File: config.mk
export PLATFORM = sky130hd
export DESIGN_NAME = adc_lvds_tx_pattern
export DESIGN_NICKNAME = d
export VERILOG_FILES = /design/src/rtl/adc_lvds_tx_pattern.sv
export SDC_FILE = /design/constraint.sdc
export NUM_CORES = 1
export LEC_CHECK = 0
export ABC_AREA = 0
export CAP_MARGIN = 20
export CORE_ASPECT_RATIO = 1.4
export CORE_UTILIZATION = 40
export CTS_CLUSTER_DIAMETER = 120
export DETAILED_ROUTE_END_ITERATION = 8
export SYNTH_ARGS = -nofsm -noshare
export SYNTH_HDL_FRONTEND = slang
export SYNTH_SLANG_ARGS = --single-unit
export TNS_END_PERCENT = 10
File: constraint.sdc
create_clock -name clk -period 6.86 [get_ports clk]
set_clock_uncertainty 0.15 [all_clocks]
set_input_delay 1.372 -clock clk [delete_from_list [all_inputs] [get_ports clk]]
set_output_delay 1.372 -clock clk [all_outputs]
set_load 0.1 [all_outputs]
File: src/rtl/adc_lvds_tx_pattern.sv
// adc_lvds_tx_pattern
// Transmit-side LVDS pattern source: sends a training sequence after reset or on
// request, then streams words from a small FIFO onto DATA_WIDTH differential lanes.
// When no data is queued, the lanes carry IDLE_WORD.
module adc_lvds_tx_pattern #(
  parameter int                    DATA_WIDTH    = 10,
  parameter int                    FIFO_DEPTH    = 16,
  parameter int                    TRAIN_WORDS   = 64,
  parameter logic [DATA_WIDTH-1:0] TRAIN_PATTERN = 'h2AA,
  parameter logic [DATA_WIDTH-1:0] IDLE_WORD     = '0,
  // Saturation value of underflow_cnt; full 16-bit range by default.
  parameter logic [15:0]           UNDERFLOW_MAX = 16'hFFFF
) (
  input  logic                          clk,
  input  logic                          rst,
  input  logic                          train_req,
  input  logic [DATA_WIDTH-1:0]         s_data,
  input  logic                          s_valid,
  output logic                          s_ready,
  output logic [DATA_WIDTH-1:0]         dout_p,
  output logic [DATA_WIDTH-1:0]         dout_n,
  output logic [DATA_WIDTH-1:0]         dout_word,
  output logic                          training,
  output logic [$clog2(FIFO_DEPTH):0]   fifo_level,
  output logic [15:0]                   underflow_cnt
);

  localparam int AW = $clog2(FIFO_DEPTH);
  localparam int LW = AW + 1;
  localparam int IW = $clog2(TRAIN_WORDS);

  localparam logic [LW-1:0] DEPTH_L    = LW'(FIFO_DEPTH);
  localparam logic [IW-1:0] TRAIN_LAST = IW'(TRAIN_WORDS - 1);

  typedef enum logic [1:0] {
    S_TRAIN  = 2'd0,
    S_IDLE   = 2'd1,
    S_STREAM = 2'd2
  } state_t;

  state_t                state, state_next;
  logic [IW-1:0]         idx, idx_next;
  logic [DATA_WIDTH-1:0] word_next;
  logic                  pop;
  logic                  push;
  logic                  uf_inc;
  logic                  fifo_empty;

  logic [DATA_WIDTH-1:0] mem [FIFO_DEPTH];
  logic [AW-1:0]         wr_ptr, rd_ptr;
  logic [DATA_WIDTH-1:0] head;

  // Ready depends only on the registered occupancy, never on this cycle's pop.
  assign s_ready    = (fifo_level < DEPTH_L) && !rst;
  assign push       = s_valid && s_ready;
  assign fifo_empty = (fifo_level == '0);
  assign head       = mem[rd_ptr];
  assign training   = (state == S_TRAIN);

  // State register.
  always_ff @(posedge clk or posedge rst) begin
    if (rst) begin
      state <= S_TRAIN;
    end else begin
      // NOTE: clocked state always uses non-blocking assignment so every register
      // samples the pre-edge values regardless of block ordering.
      state <= state_next;
    end
  end

  // Next-state decode; train_req overrides every state.
  always_comb begin
    // NOTE: every combinational output gets a default first so no path infers a latch.
    state_next = state;
    if (train_req) begin
      state_next = S_TRAIN;
    end else begin
      unique case (state)
        S_TRAIN:  if (idx == TRAIN_LAST) state_next = S_IDLE;
        S_IDLE:   if (!fifo_empty)       state_next = S_STREAM;
        S_STREAM: if (fifo_empty)        state_next = S_IDLE;
        default:                         state_next = S_TRAIN;
      endcase
    end
  end

  // Output decode: next lane word, FIFO pop, training index and underflow strobe.
  always_comb begin
    word_next = IDLE_WORD;
    idx_next  = idx;
    pop       = 1'b0;
    uf_inc    = 1'b0;
    if (train_req) begin
      // Restart sends index 0 on this very edge; the index is not advanced, so the
      // following cycle sends index 0 again as the first word of the full sequence.
      word_next = TRAIN_PATTERN;
      idx_next  = '0;
    end else begin
      unique case (state)
        S_TRAIN: begin
          word_next = idx[0] ? ~TRAIN_PATTERN : TRAIN_PATTERN;
          idx_next  = (idx == TRAIN_LAST) ? '0 : idx + 1'b1;
        end
        S_IDLE, S_STREAM: begin
          if (!fifo_empty) begin
            pop       = 1'b1;
            word_next = head;
          end else if (state == S_STREAM) begin
            uf_inc = 1'b1;
          end
        end
        default: word_next = IDLE_WORD;
      endcase
    end
  end

  // Lane word, training index and underflow counter.
  always_ff @(posedge clk or posedge rst) begin
    if (rst) begin
      dout_word     <= IDLE_WORD;
      idx           <= '0;
      underflow_cnt <= '0;
    end else begin
      dout_word <= word_next;
      idx       <= idx_next;
      if (uf_inc && (underflow_cnt != UNDERFLOW_MAX)) begin
        underflow_cnt <= underflow_cnt + 16'd1;
      end
    end
  end

  // FIFO storage.
  always_ff @(posedge clk) begin
    // NOTE: the storage array has no reset; pointers and occupancy define validity,
    // which keeps the array mappable to plain RAM.
    if (push) begin
      mem[wr_ptr] <= s_data;
    end
  end

  // FIFO pointers (wrap modulo depth) and occupancy (extra MSB separates full from empty).
  always_ff @(posedge clk or posedge rst) begin
    if (rst) begin
      wr_ptr     <= '0;
      rd_ptr     <= '0;
      fifo_level <= '0;
    end else begin
      if (push) wr_ptr <= wr_ptr + 1'b1;
      if (pop)  rd_ptr <= rd_ptr + 1'b1;
      unique case ({push, pop})
        2'b10:   fifo_level <= fifo_level + 1'b1;
        2'b01:   fifo_level <= fifo_level - 1'b1;
        default: fifo_level <= fifo_level;
      endcase
    end
  end

  // Differential lane drivers: behavioural equivalent of one OBUFDS per lane
  // (O follows the input, OB its complement).
  for (genvar lane = 0; lane < DATA_WIDTH; lane++) begin : g_lane
    assign dout_p[lane] = dout_word[lane];
    assign dout_n[lane] = ~dout_word[lane];
  end

endmodule

==> reports/qor.yml, run 1 <==
first_pass_iters: 6
synth_warnings: 0
area_delta_synth_final_pct: 17.8
clock-sinks: 207
dr_total_vias: 4643
avgSynthCellArea_um2: 17.0
seq_area_um2: 5980
slew_violations: 0
period_needed_ns: 4.67
final_nets: 615
port_buffers: 66
setup_viol: 0
slowest_stage: "clkdlybuf4s50_1"
coreArea_um2: 21800
clkTransAtPathRegs_ns: 0.06
gr-total-overflow: 0
ys_ff_latch: 207
grt_pass1_vias: 4928
io_pins: 67
powerDensity_nw_per_um2: 424
cts_hold_buf: 0
diodes: 0
fill_cells: 1864
clockBufferDepth: 3
tritoncts: "built"
path_max_fanout: 2
relSlewSlack_pct: 28.0
setup_tns_ns: 0
synth_top_area_cell: "edfxtp_1"
rsz0062_at_grt: "false"
setup_ws_ns: 2.19
worstSetupPathType: "input pin to output port"
async_flop_share_pct: 22.7
synth_edf_count: 160
max_freq_mhz: 214
crit_chain: "clkdlybuf4s50_1 > nor2_1 > clkdlybuf4s50_1"
synth_fp_nets: 551
grt_pass1_wl_um: 28800
cts_root_buffer: "clkbuf_16"
initial_utilization_pct: 40.8
hold_depth: 1
crit_path_start_kind: "input pin"
synth-seq-area-share_pct: 67.3
synthTopCellsByCount: "160 x edfxtp_1, 47 x dfrtp_1, 40 x mux4_2, 31 x nand2_1, 23 x mux2_2"
period_share_pct: 68.1
die-area_um2: 22800
yosys_most_used_dff: "edfxtp_1"
worst_path_largest_cell_delay_ns: 1.17
via_per_inst: 5.18
peakVddDrop_uv: 200
dp_slack_ns: 2.06
fp.dieW_um: 128
final_cell_area_um2: 10500
drt_iter0_drc: 249
drc: 0
yosysTopAreaCellShare_pct: 54.1
synth_area_um2: 8880
die_y_um: 178
place_area_um2: 9780
r2r_cells: 11
maxCapViolCount: 0
post_cts_buffers: 0
clock_latency_ns: 0.50
ant_nets: 0
crit_family: "buffers and inverters"
htreeDepth: 1
hold_violations: 0
worst_pin_slew_ns: 1.08
crit_cells: 3
path_common_cell: "clkdlybuf4s50_1"
yosysMostFrequentCell: "edfxtp_1"
num_rows: 64
grt_antenna_before_repair: 0
numCtsBuffers: 21
postCtsResizedCells: 0
dp_hpwl_um: 12100
cp.arrival_ns: 3.15
p_leak_nw: 3.65
routedWlPerCell_um: 20.4
hold_path_class: "flop to flop"
critical_path_buf_inv_count: 2
multi_input_area_um2: 2650
end_kind: "output port"
track_usage_pct: 16.8
synthCells: 523
status: "completed"
synthTopCellsByArea: "edfxtp_1 54%, dfrtp_1 13%, mux4_2 10%"
place.gp.congestion: 0.773
layout-drive-gt1-share_pct: 19.7
worstPathRequired_ns: 5.34
grt_max_degree: 48
synth.distinct_cells: 57
wirelength_um: 18300
[layout make-up]
cell class	instances	area share, %
tap	297	3.55
multi-input combinational	265	25.4
clock inverter	13	1.30
inverter	21	0.753
sequential	207	57.1
timing repair buffer	71	6.79
clock buffer	23	5.09
[state kept, by name (all words and copies together) (netlist names)]
signal and cells:
mem 160, fifo_level 5, state 2, wr_ptr 4, rd_ptr 4, idx 6, underflow_cnt 16, dout_p 10
[path summary, 6_finish.rpt]
check / startpoint / end / slack [ns]
hold reg to reg: underflow_cnt[9] / underflow_cnt[9] / 0.36
min in group asynchronous: rst / underflow_cnt[14] / 0.95
setup reg to reg: state[1] / fifo_level[4] / 3.42
hold / removal: underflow_cnt[9] / underflow_cnt[9] / 0.36
max in group asynchronous: rst / rd_ptr[1] / 5.16
setup / recovery: rst / s_ready / 2.19
[per-layer routing]
metal | track usage (%) | vias to the layer above | share of wire, %
met5 | 0 | - | 0
met4 | 4.36 | 0 | 1.8
met3 | 2.46 | 20 | 3.5
met2 | 31.2 | 95 | 54
met1 | 20.3 | 2400 | 41
li1 | - | 2128 | -
[metrics by stage]
stage          power [mW]  std cells  hold slack, ns  util [%]
6_report             4.44        897           0.364      48.0
2_1_floorplan        2.98        523           0.343         -
4_1_cts              4.49        896           0.367      48.0
5_1_grt              4.65        897           0.393      48.0
3_5_place_dp         3.37        860           0.353      44.9
3_3_place_gp         3.33        860           0.339      44.9
[cell families after synthesis]
group / after synthesis / share of synthesized area (%)
flops: 207 / 67.3
simple gates: 120 / 8.13
mux: 65 / 13.3
buf+inv: 51 / 2.78
compound gates: 38 / 3.72
xor+xnor: 28 / 2.76
fa+ha+maj: 14 / 1.97
[placed cells by master (no fill, tap or decap), types with 12 or more instances in the layout]
master	n
edfxtp_1	160
clkdlybuf4s50_1	66
dfrtp_1	47
mux4_2	40
nand2_1	31
mux2_2	23
clkbuf_16	21
inv_1	20
xor2_1	20
and2_1	18
nand3_1	17
ha_1	14
nor2_1	12
[power breakdown]
group / internal [mW] / total (mW) / switching, mW
logic: 0.597 / 1.72 / 1.12
registers: 1.46 / 1.61 / 0.145
clock network: 0.642 / 1.11 / 0.473
total: 2.70 / 4.44 / 1.74
Power figures use the tool's default switching activity.
==> inputs of run 2 (changes only) <==
==> constraint.sdc (replaced) <==
create_clock -name clk -period 3.7 [get_ports clk]
set_clock_uncertainty 0.15 [all_clocks]
set_input_delay 0.74 -clock clk [delete_from_list [all_inputs] [get_ports clk]]
set_output_delay 0.74 -clock clk [all_outputs]
set_load 0.1 [all_outputs]
==> run 2 against run 1 <==
Non-clock buffer count increased by 12. Core utilization increased by 0.56 points. Register-to-register slack got worse by 2.7 ns. Combinational power increased by 87%. Clock power increased by 96%. Global-route usage decreased by 0.33 points. Sequential power increased by 87%. Count of clock-buffer cells in the layout increased by 8. Worst setup slack got worse by 1.5 ns. Die area unchanged. Cell area increased by 1.2%. Highest routed layer unchanged.
==> reports/qor.yml, run 2 (synthesized netlist as in run 1, its figures left out) <==
wirelength_um: 17900
slowest_stage: "clkdlybuf4s50_1"
final_nets: 628
period_share_pct: 80.5
dp_hpwl_um: 12100
track_usage_pct: 16.5
ant_nets: 0
clkTransAtPathRegs_ns: 0.06
layout_commonest_cell: "edfxtp_1"
post_cts_buffers: 0
hold_path_class: "flop to flop"
coreArea_um2: 21800
powerDensity_nw_per_um2: 793
relSlewSlack_pct: 34.4
drt_iter0_drc: 360
status: "completed"
setup_tns_ns: 0
crit_chain: "clkdlybuf4s50_1"
cp.arrival_ns: 2.09
regMostFlops: "mem"
gr-total-overflow: 0
grt_max_degree: 42
worstSetupPathType: "flop to output port"
initial_utilization_pct: 40.8
critical_path_buf_inv_count: 1
diodes: 0
layout-drive-gt1-share_pct: 24.7
path_max_fanout: 5
grt_pass1_wl_um: 28400
setup_viol: 0
worstPathRequired_ns: 2.81
place.gp.congestion: 0.756
tritoncts: "built"
port_buffers: 66
worst_pin_slew_ns: 0.980
worst_path_largest_cell_delay_ns: 1.17
area_delta_synth_final_pct: 19.2
grt_antenna_before_repair: 0
rsz0062_at_grt: "false"
p_leak_nw: 3.77
period_needed_ns: 2.98
peakVddDrop_uv: 349
place_area_um2: 9830
num_rows: 64
via_per_inst: 5.11
routedWlPerCell_um: 19.6
fp.dieW_um: 128
clock-sinks: 207
drc: 0
crit_family: "buffers and inverters"
maxCapViolCount: 0
htreeDepth: 1
postCtsResizedCells: 0
max_freq_mhz: 336
cts_hold_buf: 0
fill_cells: 1899
dr_total_vias: 4662
numCtsBuffers: 22
power_mw: 8.40
end_kind: "output port"
slew_violations: 0
die-area_um2: 22800
clockBufferDepth: 3
first_pass_iters: 6
final_cell_area_um2: 10600
grt_pass1_vias: 4988
die_y_um: 178
largest_reg_flops: 160
clock_latency_ns: 0.49
hold_violations: 0
crit_path_start_kind: "flop"
io_pins: 67
cts_root_buffer: "clkbuf_16"
final_cell_mix: "160 x edfxtp_1, 48 x clkdlybuf4s50_1, 46 x dfrtp_1"
[run 2: cell count changes in the layout (fill, tap and decap cells not counted), moves of 2 or more]
| cell | delta |
|---|---|
| clkdlybuf4s50_1 | -18 |
| clkbuf_1 | +3 |
| clkbuf_16 | +2 |
| buf_4 | +30 |
| clkbuf_8 | +3 |
| clkinv_2 | +3 |
| inv_6 | -2 |
| clkinvlp_2 | -2 |
[run 2: power breakdown]
| group | internal, mW | switching [mW] |
|---|---|---|
| clock | 1.33 | 0.844 |
| sequential | 2.72 | 0.292 |
| combinational | 1.15 | 2.06 |
[run 2: path summary, 6_finish.rpt]
check	startpoint	slack [ns]	cells after the start	end
min	underflow_cnt[12]	0.35	1	underflow_cnt[12]
min in group asynchronous	rst	0.62	2	dout_p[8]
min reg2reg	underflow_cnt[12]	0.35	1	underflow_cnt[12]
max reg2reg	fifo_level[1]	0.75	9	fifo_level[4]
max in group asynchronous	rst	2.14	3	idx[4]
max	underflow_cnt[4]	0.72	1	underflow_cnt[4]
[run 2: metrics by stage]
stage / hold WS (ns) / util [%] / cells / worst slack [ns]
floorplan: 0.343 / - / 523 / 0.0238
CTS: 0.348 / 48.5 / 912 / 0.697
global placement: 0.331 / 45.1 / 872 / 0.355
finish: 0.346 / 48.6 / 913 / 0.721
global route: 0.377 / 48.6 / 913 / 0.548
detailed placement: 0.340 / 45.1 / 872 / 0.307
[run 2: area by class of cell]
class,count,area (um^2),area share [%]
Sequential cell,207,5980,56.5
Timing Repair Buffer,83,763,7.21
Multi-Input combinational cell,265,2660,25.1
Inverter,21,78.8,0.745
Clock buffer,31,636,6.00
Tap cell,297,372,3.51
Clock inverter,9,95.1,0.898
[run 2: metal layers]
| layer | global-route usage, % | share of wire, % | up-vias |
|---|---|---|---|
| met5 | 0 | 0 | - |
| met4 | 4.75 | 1.7 | 0 |
| met3 | 1.95 | 3.4 | 21 |
| met2 | 30.7 | 55 | 108 |
| met1 | 19.9 | 40 | 2375 |
| li1 | - | - | 2158 |
